**config.mk**
```make
export PLATFORM = sky130hd
export DESIGN_NAME = pipe_addsub
export DESIGN_NICKNAME = d
export VERILOG_FILES = /design/src/rtl/addsub_pkg.sv /design/src/rtl/addseg.sv /design/src/rtl/pipe_addsub.sv
export SDC_FILE = /design/constraint.sdc
export NUM_CORES = 1
export LEC_CHECK = 0
export ABC_AREA = 1
export BUFFER_PORTS_ARGS = -buffer_cell sky130_fd_sc_hd__buf_2
export CORE_ASPECT_RATIO = 0.75
export CORE_MARGIN = 2
export CORE_UTILIZATION = 30
export DETAILED_ROUTE_END_ITERATION = 10
export PLACE_DENSITY = 0.46
export SKIP_LAST_GASP = 1
export SLEW_MARGIN = 40
export SYNTH_ARGS = -nofsm -noshare
export SYNTH_HDL_FRONTEND = slang
export SYNTH_SLANG_ARGS = --single-unit
export TNS_END_PERCENT = 1
```
**constraint.sdc**
```tcl
create_clock -name clk -period 2.5 [get_ports clk]
set_input_delay 0.125 -clock clk [delete_from_list [all_inputs] [get_ports clk]]
set_output_delay 0.125 -clock clk [all_outputs]
set_load 0.01 [all_outputs]
```
**src/rtl/addsub_pkg.sv**
```systemverilog
// addsub_pkg: shared types and helpers for the pipelined add/subtract unit
package addsub_pkg;
  localparam int MAX_STAGES = 16;
  typedef enum logic {OP_ADD = 1'b0, OP_SUB = 1'b1} op_e;
  function automatic int stages_of(input int width, input int seg);
    return width / seg;
  endfunction
  function automatic logic ovf_of(input logic a_msb, input logic b_msb, input logic s_msb);
    return (a_msb == b_msb) && (s_msb != a_msb);
  endfunction
endpackage

```
**src/rtl/addseg.sv**
```systemverilog
// addseg: SEG-bit registered segment adder with carry in/out and advance enable
module addseg
  import addsub_pkg::*;
#(
  parameter int SEG = 8
) (
  input  logic           clk,
  input  logic           rst_n,
  input  logic           en,
  input  logic [SEG-1:0] a_seg,
  input  logic [SEG-1:0] b_seg,
  input  logic           c_in,
  output logic [SEG-1:0] s_seg,
  output logic           c_out
);
  always_ff @(posedge clk or negedge rst_n)
    if (!rst_n) {c_out, s_seg} <= '0;
    else if (en) {c_out, s_seg} <= {1'b0, a_seg} + {1'b0, b_seg} + (SEG+1)'(c_in);
endmodule

```
**src/rtl/pipe_addsub.sv**
```systemverilog
// pipe_addsub: pipelined WIDTH-bit add/subtract split into SEG-bit registered carry segments
module pipe_addsub
  import addsub_pkg::*;
#(
  parameter int WIDTH = 32,
  parameter int SEG   = 8
) (
  input  logic             clk,
  input  logic             rst_n,
  input  logic             in_valid,
  output logic             in_ready,
  input  logic [WIDTH-1:0] a,
  input  logic [WIDTH-1:0] b,
  input  logic             cin,
  input  logic             sub,
  output logic             out_valid,
  input  logic             out_ready,
  output logic [WIDTH-1:0] sum,
  output logic             cout,
  output logic             ovf
);
  localparam int STAGES = stages_of(WIDTH, SEG);
  if (WIDTH % SEG != 0 || STAGES < 1 || STAGES > MAX_STAGES) begin : g_chk
    $error("pipe_addsub: WIDTH must be a multiple of SEG giving 1..16 stages");
  end
  op_e              op;
  logic             en, am, bm;
  logic [WIDTH-1:0] b_eff;
  assign op       = op_e'(sub);
  assign en       = out_ready || !out_valid;
  assign in_ready = en;
  assign b_eff    = op == OP_SUB ? ~b : b;
  for (genvar k = 0; k < STAGES; k++) begin : g
    localparam int R = WIDTH - k*SEG;
    logic [R-1:0]         ai, bi;
    logic [SEG-1:0]       s;
    logic [(k+1)*SEG-1:0] full;
    logic                 ci, c, v;
    if (k == 0) begin : g_in
      assign ai   = a;
      assign bi   = b_eff;
      assign ci   = op == OP_SUB ? !cin : cin;
      assign full = s;
      always_ff @(posedge clk or negedge rst_n)
        if (!rst_n) v <= 1'b0;
        else if (en) v <= in_valid;
    end else begin : g_sk
      logic [k*SEG-1:0] low;
      always_ff @(posedge clk or negedge rst_n)
        if (!rst_n) {ai, bi, low, v} <= '0;
        else if (en) {ai, bi, low, v} <= {g[k-1].ai[R+SEG-1:SEG], g[k-1].bi[R+SEG-1:SEG], g[k-1].full, g[k-1].v};
      assign ci   = g[k-1].c;
      assign full = {s, low};
    end
    addseg #(.SEG(SEG)) u_seg (
      .clk   (clk),
      .rst_n (rst_n),
      .en    (en),
      .a_seg (ai[SEG-1:0]),
      .b_seg (bi[SEG-1:0]),
      .c_in  (ci),
      .s_seg (s),
      .c_out (c)
    );
  end
  always_ff @(posedge clk or negedge rst_n)
    if (!rst_n) {am, bm} <= '0;
    else if (en) {am, bm} <= {g[STAGES-1].ai[SEG-1], g[STAGES-1].bi[SEG-1]};
  assign out_valid   = g[STAGES-1].v;
  assign {cout, sum} = {g[STAGES-1].c, g[STAGES-1].full};
  assign ovf         = ovf_of(am, bm, sum[WIDTH-1]);
endmodule
```
After elaboration in Yosys (flattened, before gate mapping)
Index checks and enable logic that the tools add are counted.
{"block": "op_classes", "add_sub_neg": 8, "mul": 0, "div": 0, "order_cmp": 0, "eq_ne": 2, "n_shift": 0, "n_mux": 2, "bitwise": 1, "reduce_logical": 4}
{"cell": "8-bit by 8-bit adder with 9-bit output", "count": 4}
{"cell": "9-bit by 1-bit adder with 9-bit output", "count": 4}
{"cell": "32-bit two-way mux", "count": 1}
{"cell": "32-bit inverter", "count": 1}
{"cell": "1-bit zero test", "count": 2}
{"cell": "1-bit equality test", "count": 1}
{"cell": "1-bit logical AND", "count": 1}
{"cell": "1-bit logical OR", "count": 1}
{"cell": "1-bit two-way mux", "count": 1}
{"cell": "1-bit inequality test", "count": 1}
{"block": "word_totals", "ff_bits": 186, "latchBits": 0, "mem_bits_rw": 0, "romBits": 0, "input_bits": 70, "output_inout_bits": 36, "word_cells": 40, "n_memories": 0}

Logic depth before layout (Yosys ltp)
{"block": "depth", "depth_word": 4, "ltp_mapped": 14, "depth_no_buf": 12}

Modules after synthesis
From an unflattened synthesis, not the netlist that was laid out.
{"block": "hier_totals", "hier_cells": 1094, "area_unflattened_um2": 9018.6}
{"mod": "pipe_addsub", "n_inst": 1, "cells_each": 720, "area_each_um2": 6165.9, "seq_area_each_um2": 3753.6}
{"mod": "addseg (g[1].u_seg ...)", "n_inst": 3, "cells_each": 95, "area_each_um2": 729.4, "seq_area_each_um2": 225.2}
{"mod": "addseg (g[0].u_seg)", "n_inst": 1, "cells_each": 89, "area_each_um2": 664.4, "seq_area_each_um2": 225.2}

Least setup slack after synthesis
No wires, ideal clock.
{"block": "synth_path", "path_kind": "input-to-reg", "start": "input sub", "end": "register g[0].u_seg.s_seg[6]", "setup_ns": 0.117, "arrival_time_ns": 1.740, "required_time_ns": 2.383, "slack_ns": 0.643, "stages": 14, "n_path_buf": 2, "cell_sequence": "buf_2 -> buf_4 -> xor2_1 -> fa_1 -> inv_1 -> fa_1 -> inv_1 -> nand2_1 -> nand2_1 -> nand3_1 -> nand2_1 -> nand2_1 -> nand3_1 -> nand2_1"}
{"block": "synth_via", "elab_chain_len": 3}
{"item": "start: declaration", "line_no": "pipe_addsub.sv:15", "text": "input logic sub,"}
{"item": "32-bit two-way mux", "line_no": "pipe_addsub.sv:32", "text": "assign b_eff = op == OP_SUB ? ~b : b;"}
{"item": "8-bit by 8-bit adder with 9-bit output", "line_no": "addseg.sv:18", "text": "else if (en) {c_out, s_seg} <= {1'b0, a_seg} + {1'b0, b_seg} + (SEG+1)'(c_in);"}
{"item": "9-bit by 1-bit adder with 9-bit output *", "line_no": "addseg.sv:18"}
{"item": "end signal: assignment", "line_no": "addseg.sv:18"}
{"item": "end: declaration", "line_no": "addseg.sv:13", "text": "output logic [SEG-1:0] s_seg,"}
Every way passes the cells marked *; elsewhere a longest branch is shown, timed or not.
A chain may end at the register's enable or synchronous reset.

Worst setup path in the final report
{"block": "layout_path", "start": "register g[3].v (netlist: out_valid)", "end": "output in_ready"}
{"block": "layout_via", "elab_chain_len": 2}
{"item": "start: declaration", "line_no": "pipe_addsub.sv:38", "text": "logic ci, c, v;"}
{"item": "start signal: assignment", "line_no": "pipe_addsub.sv:51", "text": "else if (en) {ai, bi, low, v} <= {g[k-1].ai[R+SEG-1:SEG], g[k-1].bi[R+SEG-1:SEG], g[k-1].full, g[k-1].v};"}
{"item": "1-bit zero test", "line_no": "pipe_addsub.sv:30", "text": "assign en = out_ready || !out_valid;"}
{"item": "1-bit logical OR", "line_no": "pipe_addsub.sv:30"}
{"item": "end: declaration", "line_no": "pipe_addsub.sv:11", "text": "output logic in_ready,"}
No other way between the ends.

==> results.toml <==
[worst_setup_path]
path_max_fanout = 51
cp.required_ps = 2380
cp_slowest_stage_delay_ps = 400
slowest_stage = "dfrtp_1"
crit_path_end_kind = "output pin"
startpoint_type = "flop"
cp_cell_sequence = "inv_1 -> nor2_4 -> inv_4 -> buf_12 -> buf_2"
path_buf_inv = 4
crit_type = "flop to output pin"
critical-path-top-delay-family = "buffers and inverters"
critPathArrivalTime_ps = 1880

[die]
die_y_um = 150.2
start_util = 0.3050
dieWidth_um = 199.0
core_um2 = 28050
die_area_um2 = 29900
io-pin-count = 106
placementRows = 53

[yosys]
syn_area_um2 = 8554
avgSynthCellArea_um2 = 8.676
netlist_instances = 986
synth_seq_area_share = 0.5441
syn-num-nets = 1092
yosys_warnings = 0
synth_seq_cells = 186
post_synth_num_cell_types = 25

[cts]
ctsRootBufferMaster = "clkbuf_16"
clk_pin_slew_worst_paths_ps = 70
htreeDepth = 4
cts.path.max_buffers = 2
cts_tree = "built"
cts_buffers = 17
clkLatencyLatePin_ps = 440
clkSinkCount = 186

[sta]
period_needed_ps = 2008
grt_setup_unrepaired = "no"
fin_tns_setup_ps = 0
setup_slack_ps = 492.3
maxSlewViolCount = 0
clock_skew_ps = 9.252
timing.final.hold_violations = 0
clock.fmax_mhz = 498.1
slew_headroom = 0.6569
tightest_slew_ps = 514.7
timing.final.crit_share = 0.8031
setup_viol = 0

[pwr]
p_leak_uw = 0.005385
p_per_area_nw_per_um2 = 1181
ir_drop_mv = 0.5080

[routing]
drt-total-wl_um = 19280
drt_iter0_drc = 287
via_count = 6349
wl_per_cell_um = 12.69
vias_per_cell = 4.177
postRouteAntennaNets = 0
drc = 0
dr.pass1.iters = 4

[job]
cap_violations = 0

[finish]
fill_cells = 2939
finalNetCount = 1229
syn_to_final_growth_pct = 23.08
antenna_cells = 0
drive_above_1_share = 0.1322

[global_route]
antenna_found_initial = 1
grt_pass1_vias = 6111
grt_max_degree = 121
grt_first_pass_wirelength_um = 32170
overflow = 0
gr-usage-all-layers = 0.1382

[run_status]
status = "completed"

[place]
gp_congestion = 0.8040
pre_cts_ws_ps = 549.1
port_buffers = 105
place_hpwl_um = 12770

[hold_path]
min_path_type = "primary input to flop"
[per-layer routing]
metal	routed length, um	up-vias	track usage	share of wire
li1	-	3347	-	-
met1	10610	2901	0.2104	0.55
met2	7861	84	0.1935	0.41
met3	606	17	0.02957	0.031
met4	204	0	0.04254	0.011
met5	0	-	0	0
[tightest hold or removal path, delay by kind of cell]
family	cells	cell delay [ps]
XOR/XNOR	1	70
buffers and inverters	1	80
AO/OA/AOI/OAI	1	130
[timing repair]
| action | 4_1_cts | 5_1_grt |
|---|---|---|
| hold buffers | 47 | 0 |
| buffers inserted | 0 | 0 |
| hold endpoints to repair | 102 | 0 |
| gates resized for setup | 0 | 0 |
[synth_stat cells (all sizes together)]
cell type | number | area [um^2]
xnor2 | 27 | 236.5
or2 | 6 | 37.54
inv | 63 | 236.5
a21oi | 16 | 80.08
nand3 | 25 | 125.1
nand3b | 12 | 90.09
buf | 37 | 221.5
o21ai | 84 | 420.4
xor2 | 10 | 87.58
a211oi | 4 | 30.03
dfrtp | 186 | 4654
fa | 8 | 160.2
o22ai | 3 | 18.77
ha | 28 | 350.3
clkbuf | 7 | 26.28
and2 | 3 | 18.77
nand2 | 442 | 1659
nor2 | 25 | 101.4
[layout by cell type, fill, tap and decap left out]
cell type | netlist | final
buf_4 | 12 | 4
a21oi_1 | 16 | 16
xnor2_1 | 27 | 27
dfrtp_1 | 186 | 186
or2_1 | 2 | 2
or2_0 | 1 | 1
inv_4 | 0 | 1
clkbuf_8 | 0 | 2
clkinvlp_4 | 0 | 3
inv_6 | 0 | 3
nand3_1 | 25 | 25
xor2_1 | 10 | 10
bufinv_16 | 0 | 2
buf_2 | 24 | 104
nand3b_1 | 12 | 12
nor2_4 | 1 | 1
or2_2 | 3 | 3
fa_1 | 8 | 8
buf_12 | 0 | 6
clkinv_2 | 0 | 1
clkbuf_16 | 0 | 17
inv_1 | 62 | 62
o21ai_1 | 4 | 4
clkinv_4 | 0 | 3
o21ai_0 | 80 | 80
ha_1 | 28 | 28
dlygate4sd3_1 | 0 | 47
nor2_1 | 24 | 24
o22ai_1 | 3 | 3
and2_1 | 3 | 3
clkbuf_1 | 7 | 1
nand2_1 | 442 | 442
a211oi_1 | 4 | 4
[logic make-up after synthesis]
logic type      Yosys count  share of synthesized area
compound gates          107                    0.06421
xor+xnor                 37                    0.03788
fa+ha+maj                36                    0.05968
buf+inv                 107                    0.05660
flops                   186                     0.5441
simple gates            513                     0.2375
[final cells by class]
cell class / count / area [um^2] / area share
flip-flops and latches: 186 / 4654 / 0.4421
multi-input cells: 693 / 3416 / 0.3244
repair buffers: 162 / 1155 / 0.1097
well taps: 385 / 481.7 / 0.04575
clock buffers: 19 / 442.9 / 0.04207
inverters: 63 / 239.0 / 0.02270
clock inverters: 12 / 140.1 / 0.01331
[state kept, by name, indices dropped and copies added, names as in the netlist]
name	flops
g.v	3
out_valid	1
g.g_sk.low	48
g.bi	48
g.u_seg.s_seg	32
am	1
g.u_seg.c_out	4
bm	1
g.ai	48
[per-stage QoR]
step	util	hold WS, ps	cells	instance area [um^2]	total power [uW]
3_5_place_dp	0.3378	161.4	1442	9475	9818
5_1_grt	0.3754	27.82	1520	10530	13660
4_1_cts	0.3754	6.010	1520	10530	12710
6_report	0.3754	9.445	1520	10530	12430
3_3_place_gp	0.3378	160.2	1442	9475	9747
2_1_floorplan	-	-170.6	986	8554	8329
[report_power, final]
part / internal, uW / switching, uW
Sequential: 4350 / 741
Combinational: 1830 / 2780
Clock: 1510 / 1230
[final timing paths]
check                                                  end  slack, ps                    startpoint  cells after the start
max reg2reg                g[3].u_seg.s_seg[6]$_DFFE_PN0P_        580  g[2].u_seg.c_out$_DFFE_PN0P_                      9
max                                               in_ready        490         out_valid$_DFFE_PN0P_                      5
min reg2reg                          out_valid$_DFFE_PN0P_        450            g[2].v$_DFFE_PN0P_                      2
min                                g[1].bi[21]$_DFFE_PN0P_          9                         b[29]                      3
max in group asynchronous          g[1].bi[17]$_DFFE_PN0P_       1520                         rst_n                      3
min in group asynchronous     g[3].g_sk.low[6]$_DFFE_PN0P_        230                         rst_n                      2
(Power assumes the default switching activity.)
